`src/rtl/fpu_pkg.sv`:
```
// Shared definitions for the FPU issue controller: opcode encodings,
// controller state enumeration and default per-operation settle latencies.
package fpu_pkg;

  // Opcode encodings on req_op[4:0]
  localparam logic [4:0] OP_ADD  = 5'b00000;
  localparam logic [4:0] OP_SUB  = 5'b00001;
  localparam logic [4:0] OP_MUL  = 5'b00010;
  localparam logic [4:0] OP_DIV  = 5'b00011;
  localparam logic [4:0] OP_SQRT = 5'b01011;

  // Default settle cycles per operation class (legal range 1..31)
  localparam int DEF_LAT_ADDSUB = 2;
  localparam int DEF_LAT_MUL    = 3;
  localparam int DEF_LAT_DIV    = 12;
  localparam int DEF_LAT_SQRT   = 16;

  // Issue controller states
  typedef enum logic [1:0] {
    ST_IDLE = 2'd0,
    ST_EXEC = 2'd1,
    ST_RESP = 2'd2
  } state_e;

endpackage

```
`src/rtl/fpu_lat_decode.sv`:
```
// Opcode decode for the FPU issue controller: flags legal opcodes and
// selects the settle-counter load value (latency minus one).
// Optional feature macro: FPU_SQRT_EN makes opcode 01011 (SQRT) legal.
module fpu_lat_decode
  import fpu_pkg::*;
#(
  parameter int LAT_ADDSUB = DEF_LAT_ADDSUB,
  parameter int LAT_MUL    = DEF_LAT_MUL,
  parameter int LAT_DIV    = DEF_LAT_DIV,
  parameter int LAT_SQRT   = DEF_LAT_SQRT
) (
  input  logic [4:0] i_op,
  output logic       o_legal,
  output logic [4:0] o_lat_m1
);

  // Reject latencies the 5-bit down-counter cannot represent
  if (LAT_ADDSUB < 1 || LAT_ADDSUB > 31) begin : g_bad_lat_addsub
    $error("LAT_ADDSUB must be in 1..31");
  end
  if (LAT_MUL < 1 || LAT_MUL > 31) begin : g_bad_lat_mul
    $error("LAT_MUL must be in 1..31");
  end
  if (LAT_DIV < 1 || LAT_DIV > 31) begin : g_bad_lat_div
    $error("LAT_DIV must be in 1..31");
  end
  if (LAT_SQRT < 1 || LAT_SQRT > 31) begin : g_bad_lat_sqrt
    $error("LAT_SQRT must be in 1..31");
  end

  // Decode opcode into legal flag and counter load value
  always_comb begin
    // NOTE: defaults first so every path assigns every output; no latch.
    o_legal  = 1'b0;
    o_lat_m1 = '0;
    case (i_op)
      OP_ADD, OP_SUB: begin
        o_legal  = 1'b1;
        o_lat_m1 = 5'(LAT_ADDSUB - 1);
      end
      OP_MUL: begin
        o_legal  = 1'b1;
        o_lat_m1 = 5'(LAT_MUL - 1);
      end
      OP_DIV: begin
        o_legal  = 1'b1;
        o_lat_m1 = 5'(LAT_DIV - 1);
      end
`ifdef FPU_SQRT_EN
      OP_SQRT: begin
        o_legal  = 1'b1;
        o_lat_m1 = 5'(LAT_SQRT - 1);
      end
`endif
      default: begin
        o_legal  = 1'b0;
        o_lat_m1 = '0;
      end
    endcase
  end

endmodule

```
`src/rtl/fpu_issue_ctrl.sv`:
```
// FPU issue controller: accepts one request at a time, drives registered
// operands/opcode to a combinational FPU datapath, waits the per-op settle
// time, captures the result and holds it until the response handshake.
// Optional feature macro: FPU_SQRT_EN (SQRT opcode support, see decode).
module fpu_issue_ctrl
  import fpu_pkg::*;
#(
  parameter int LAT_ADDSUB = DEF_LAT_ADDSUB,
  parameter int LAT_MUL    = DEF_LAT_MUL,
  parameter int LAT_DIV    = DEF_LAT_DIV,
  parameter int LAT_SQRT   = DEF_LAT_SQRT
) (
  input  logic        clk,
  input  logic        rst_n,
  input  logic        flush,
  input  logic        req_valid,
  output logic        req_ready,
  input  logic [4:0]  req_op,
  input  logic        req_sel,
  input  logic [31:0] req_rs1,
  input  logic [31:0] req_rs2,
  input  logic [4:0]  req_rd,
  output logic [31:0] fpu_rs1,
  output logic [31:0] fpu_rs2,
  output logic [4:0]  fpu_control,
  output logic        fpu_sel,
  input  logic [31:0] fpu_result,
  output logic        rsp_valid,
  input  logic        rsp_ready,
  output logic [31:0] rsp_data,
  output logic [4:0]  rsp_rd,
  output logic        rsp_illegal,
  output logic        busy
);

  state_e      r_state;
  state_e      w_next_state;
  logic [4:0]  r_cnt;
  logic [31:0] r_fpu_rs1;
  logic [31:0] r_fpu_rs2;
  logic [4:0]  r_fpu_control;
  logic        r_fpu_sel;
  logic [31:0] r_rsp_data;
  logic [4:0]  r_rsp_rd;
  logic        r_rsp_illegal;

  logic        w_legal;
  logic [4:0]  w_lat_m1;
  logic        w_accept;
  logic        w_cnt_zero;

  fpu_lat_decode #(
    .LAT_ADDSUB (LAT_ADDSUB),
    .LAT_MUL    (LAT_MUL),
    .LAT_DIV    (LAT_DIV),
    .LAT_SQRT   (LAT_SQRT)
  ) u_lat_decode (
    .i_op     (req_op),
    .o_legal  (w_legal),
    .o_lat_m1 (w_lat_m1)
  );

  assign req_ready  = (r_state == ST_IDLE) && !flush;
  assign w_accept   = req_valid && req_ready;
  assign w_cnt_zero = (r_cnt == 5'd0);

  // State register
  always_ff @(posedge clk or negedge rst_n) begin
    // NOTE: non-blocking assignments so all flops update from pre-edge values.
    if (!rst_n) begin
      r_state <= ST_IDLE;
    end else begin
      r_state <= w_next_state;
    end
  end

  // Next-state logic; flush overrides everything, including a response handshake
  always_comb begin
    w_next_state = r_state;
    case (r_state)
      ST_IDLE: if (w_accept)   w_next_state = w_legal ? ST_EXEC : ST_RESP;
      ST_EXEC: if (w_cnt_zero) w_next_state = ST_RESP;
      ST_RESP: if (rsp_ready)  w_next_state = ST_IDLE;
      default:                 w_next_state = ST_IDLE;
    endcase
    if (flush) w_next_state = ST_IDLE;
  end

  // Issue registers, settle counter and response capture
  always_ff @(posedge clk or negedge rst_n) begin
    // NOTE: every datapath flop is reset because the outputs must read zero during reset.
    if (!rst_n) begin
      r_cnt         <= '0;
      r_fpu_rs1     <= '0;
      r_fpu_rs2     <= '0;
      r_fpu_control <= '0;
      r_fpu_sel     <= 1'b0;
      r_rsp_data    <= '0;
      r_rsp_rd      <= '0;
      r_rsp_illegal <= 1'b0;
    end else if (w_accept) begin
      r_fpu_rs1     <= req_rs1;
      r_fpu_rs2     <= req_rs2;
      r_fpu_control <= req_op;
      r_fpu_sel     <= req_sel;
      r_rsp_rd      <= req_rd;
      r_cnt         <= w_lat_m1;
      r_rsp_illegal <= !w_legal;
      r_rsp_data    <= '0;
    end else if (r_state == ST_EXEC && !flush) begin
      if (w_cnt_zero) begin
        r_rsp_data <= fpu_result;
      end else begin
        r_cnt <= r_cnt - 5'd1;
      end
    end
  end

  assign fpu_rs1     = r_fpu_rs1;
  assign fpu_rs2     = r_fpu_rs2;
  assign fpu_control = r_fpu_control;
  assign fpu_sel     = r_fpu_sel;
  assign rsp_valid   = (r_state == ST_RESP);
  assign rsp_data    = r_rsp_data;
  assign rsp_rd      = r_rsp_rd;
  assign rsp_illegal = r_rsp_illegal;
  assign busy        = (r_state != ST_IDLE);

endmodule

```
`config.mk`:
```
export PLATFORM = sky130hd
export DESIGN_NAME = fpu_issue_ctrl
export DESIGN_NICKNAME = d
export VERILOG_FILES = /design/src/rtl/fpu_pkg.sv /design/src/rtl/fpu_lat_decode.sv /design/src/rtl/fpu_issue_ctrl.sv
export SDC_FILE = /design/constraint.sdc
export NUM_CORES = 1
export LEC_CHECK = 0
export ABC_AREA = 1
export BUFFER_PORTS_ARGS = -buffer_cell sky130_fd_sc_hd__buf_2
export CORE_MARGIN = 1
export CORE_UTILIZATION = 35
export DETAILED_ROUTE_END_ITERATION = 7
export REMOVE_ABC_BUFFERS = 1
export SETUP_SLACK_MARGIN = 0.5
export SYNTH_ARGS = -nofsm -noshare
export SYNTH_HDL_FRONTEND = slang
export SYNTH_SLANG_ARGS = --single-unit
```
`constraint.sdc`:
```
create_clock -name clk -period 1.89 [get_ports clk]
set_input_delay 0.189 -clock clk [delete_from_list [all_inputs] [get_ports clk]]
set_output_delay 0.189 -clock clk [all_outputs]
set_load 0.02 [all_outputs]
```
==> qor.yml <==
clocking:
  clock-sinks: 115
  clk_pin_slew_ns: 0.05
  cts_tree: "built"
  cts_buffer_depth: 2
  clk-insertion-delay-late_ns: 0.40
  cts_buffers: 17
  cts_root_buf: "clkbuf_16"
  h-tree-depth: 4
timing:
  rsz0062_at_grt: "true"
  worst_slew_pin_slew_ns: 0.363
  min_period_ns: 1.49
  relSlewSlack_pct: 75.7
  skew_ns: 0.00678
  fmax_mhz: 670
  drv_slew: 0
  finalSetupTns_ns: 0
  holdWs_ns: 0.0123
  setup_viol: 0
  hold_viol_final: 0
  period_share_pct: 79.0
  worst_slack_ns: 0.397
logic_synthesis:
  yosysTopAreaCellShare_pct: 62.1
  ys_seq_area_share_pct: 62.1
  yosysMostFrequentCell: "nand2_1"
  async_flop_share_pct: 100
  yosys.area.top_type: "dfrtp_1"
  yosys_most_used_dff: "dfrtp_1"
  ys.warnings.count: 0
  netlist_area_um2: 4630
  synth_edf_count: 0
  syn_inst: 534
  ys_top_cells_by_count: "nand2_1, dfrtp_1, nand3_1"
  synth.avg_cell_area_um2: 8.67
  synth_seq_cells: 115
  yosysUniqueCellTypes: 21
  synthTopCellsByArea: "dfrtp_1, nand2_1, nand3_1"
cells_and_area:
  final_cells: 1078
  final_net_count: 1007
  final_area_um2: 8170
  fin_util_pct: 63.9
  drive_gt1_share_pct: 36.3
  n_antenna_cell: 0
  fill_cells: 1027
  syn2layout_area_growth_pct: 76.4
worst_setup_path:
  cp.arrival_ns: 1.78
  cp-start-kind: "flop"
  r2r_cells: 9
  crit_required_ns: 2.17
  crit_path_max_fanout: 10
  reg2reg_from: "r_cnt[0]"
  crit-reg2reg-capture: "rsp_data[29]"
  rrSetupSlack_ns: 0.40
  crit_type: "reg -> reg"
  cp-end-kind: "flop"
die:
  die_h_um: 117
  core_area_um2: 12800
  io_pins: 223
  initial_core_util_pct: 36.3
  std_cell_rows: 41
  die_area_um2: 13700
  die_w_um: 117
routing:
  route.detailed.drc: 0
  viasPerCell: 4.50
  firstDrtPassIters: 4
  vias: 4853
  drt_iter0_markers: 209
  wl_per_cell_um: 14.1
  final_antenna_net_count: 0
  totalWireLength_um: 15200
pwr:
  seqPwrFrac_pct: 37.2
  intPower_mw: 5.80
  comb_power_share_pct: 29.3
  peakVddDrop_v: 0.000669
  switching_share_pct: 32.1
  leakage_nw: 4.64
  power_mw: 8.53
  cellPowerDensity_nw_per_um2: 1040
  power_frac_clock_pct: 33.5
  power_switching_mw: 2.74
hold_path:
  min_from: "fpu_result[24]"
  hp-class: "in -> reg"
  min_path_cells: 3
  hold_end: "rsp_data[24]"
global_routing:
  grt_pass1_wl_um: 22200
  antenna_found_initial: 0
  grt_pass1_vias: 4799
  grt_start_max_net_pins: 63
  grt.total_usage_pct: 21.2
  grt_overflow: 0
placement:
  place_congestion: 0.753
  pre_cts_slack_ns: 0.247
  dpl.hpwl_um: 8390
  dp_cells: 909
  io_buffers: 222
  placed_cell_area_um2: 5900
status:
  status: "finished, final reports clean"
job:
  maxCapViolations: 0
==> state kept, by name, indices dropped and copies added (netlist names) <==
name	flops
r_cnt	5
fpu_rs2	32
fpu_control	5
rsp_illegal	1
fpu_sel	1
rsp_data	32
fpu_rs1	32
r_state	2
rsp_rd	5
==> power groups by stage <==
stage          clock network [mW]  logic (mW)  registers, mW
2_1_floorplan                   0       0.609           3.69
3_3_place_gp                    0        1.90           3.17
3_5_place_dp                    0        1.93           3.18
4_1_cts                      2.92        2.29           3.16
5_1_grt                      3.01        2.73           3.22
6_report                     2.86        2.50           3.17
==> metal layers <==
layer	routed length [um]	up-vias	track usage, %
met5	0	-	0
met4	310	0	8.95
met3	840	29	5.66
met2	7720	194	36.8
met1	6360	2269	24.9
li1	-	2361	-
==> worst max path at each step <==
stage / start / cells after the start / end / slack (ns)
floorplan: r_state[0] / 7 / r_cnt[3] / -1.43
global placement: r_cnt[0] / 8 / rsp_data[21] / 0.34
detailed placement: r_cnt[0] / 8 / rsp_data[20] / 0.25
CTS: r_state[1] / 4 / req_ready / 0.44
global route: r_cnt[0] / 9 / rsp_data[28] / 0.35
finish: r_cnt[0] / 9 / rsp_data[29] / 0.40
==> worst max-delay path, cell delays in order (launching register included) <==
cell	delay [ns]
dfrtp_1	0.38
inv_2	0.09
ha_4	0.15
nand2_4	0.05
nor2_4	0.12
nand3_4	0.16
buf_6	0.17
buf_12	0.14
nand3_1	0.06
nand2_1	0.05
==> cells by family (layout without fill, tap and decap cells) <==
| logic type | after synthesis | after routing | share of synthesized area, % |
|---|---|---|---|
| AO/OA/AOI/OAI | 8 | 8 | 0.946 |
| XOR/XNOR | 1 | 1 | 0.189 |
| adder cells (fa/ha/maj) | 1 | 1 | 0.270 |
| buffers and inverters | 45 | 417 | 5.03 |
| flip-flops | 115 | 115 | 62.1 |
| AND/OR/NAND/NOR | 364 | 364 | 31.4 |
==> final cells by class <==
cell class              count  area (um2)  area share, %
repair buffers            367        2770           33.9
clock buffers              26         509           6.23
flip-flops and latches    115        2880           35.2
well taps                 172         215           2.63
inverters                  18        92.6           1.13
multi-input cells         374        1660           20.4
repair inverters            1        16.3          0.199
clock inverters             5        25.0          0.306
==> cells in the final DEF, fill, tap and decap left out, drive strengths merged, types with 2 or more instances in the layout <==
master,netlist,routed
nand2,311,311
nor2,7,7
inv,17,16
nand3,43,43
clkinv,1,8
o21ai,6,6
dlygate4sd3,0,101
clkbuf,2,30
dfrtp,115,115
nand3b,2,2
buf,25,262
==> timing repair <==
item,in CTS,in global routing
resized for setup,48,26
gates cloned,4,5
hold buffers,101,0
endpoints found under the setup margin,107,58
pin swaps,16,19
endpoints found under the hold margin,215,0
buffers inserted,13,15
(Power assumes the default switching activity.)
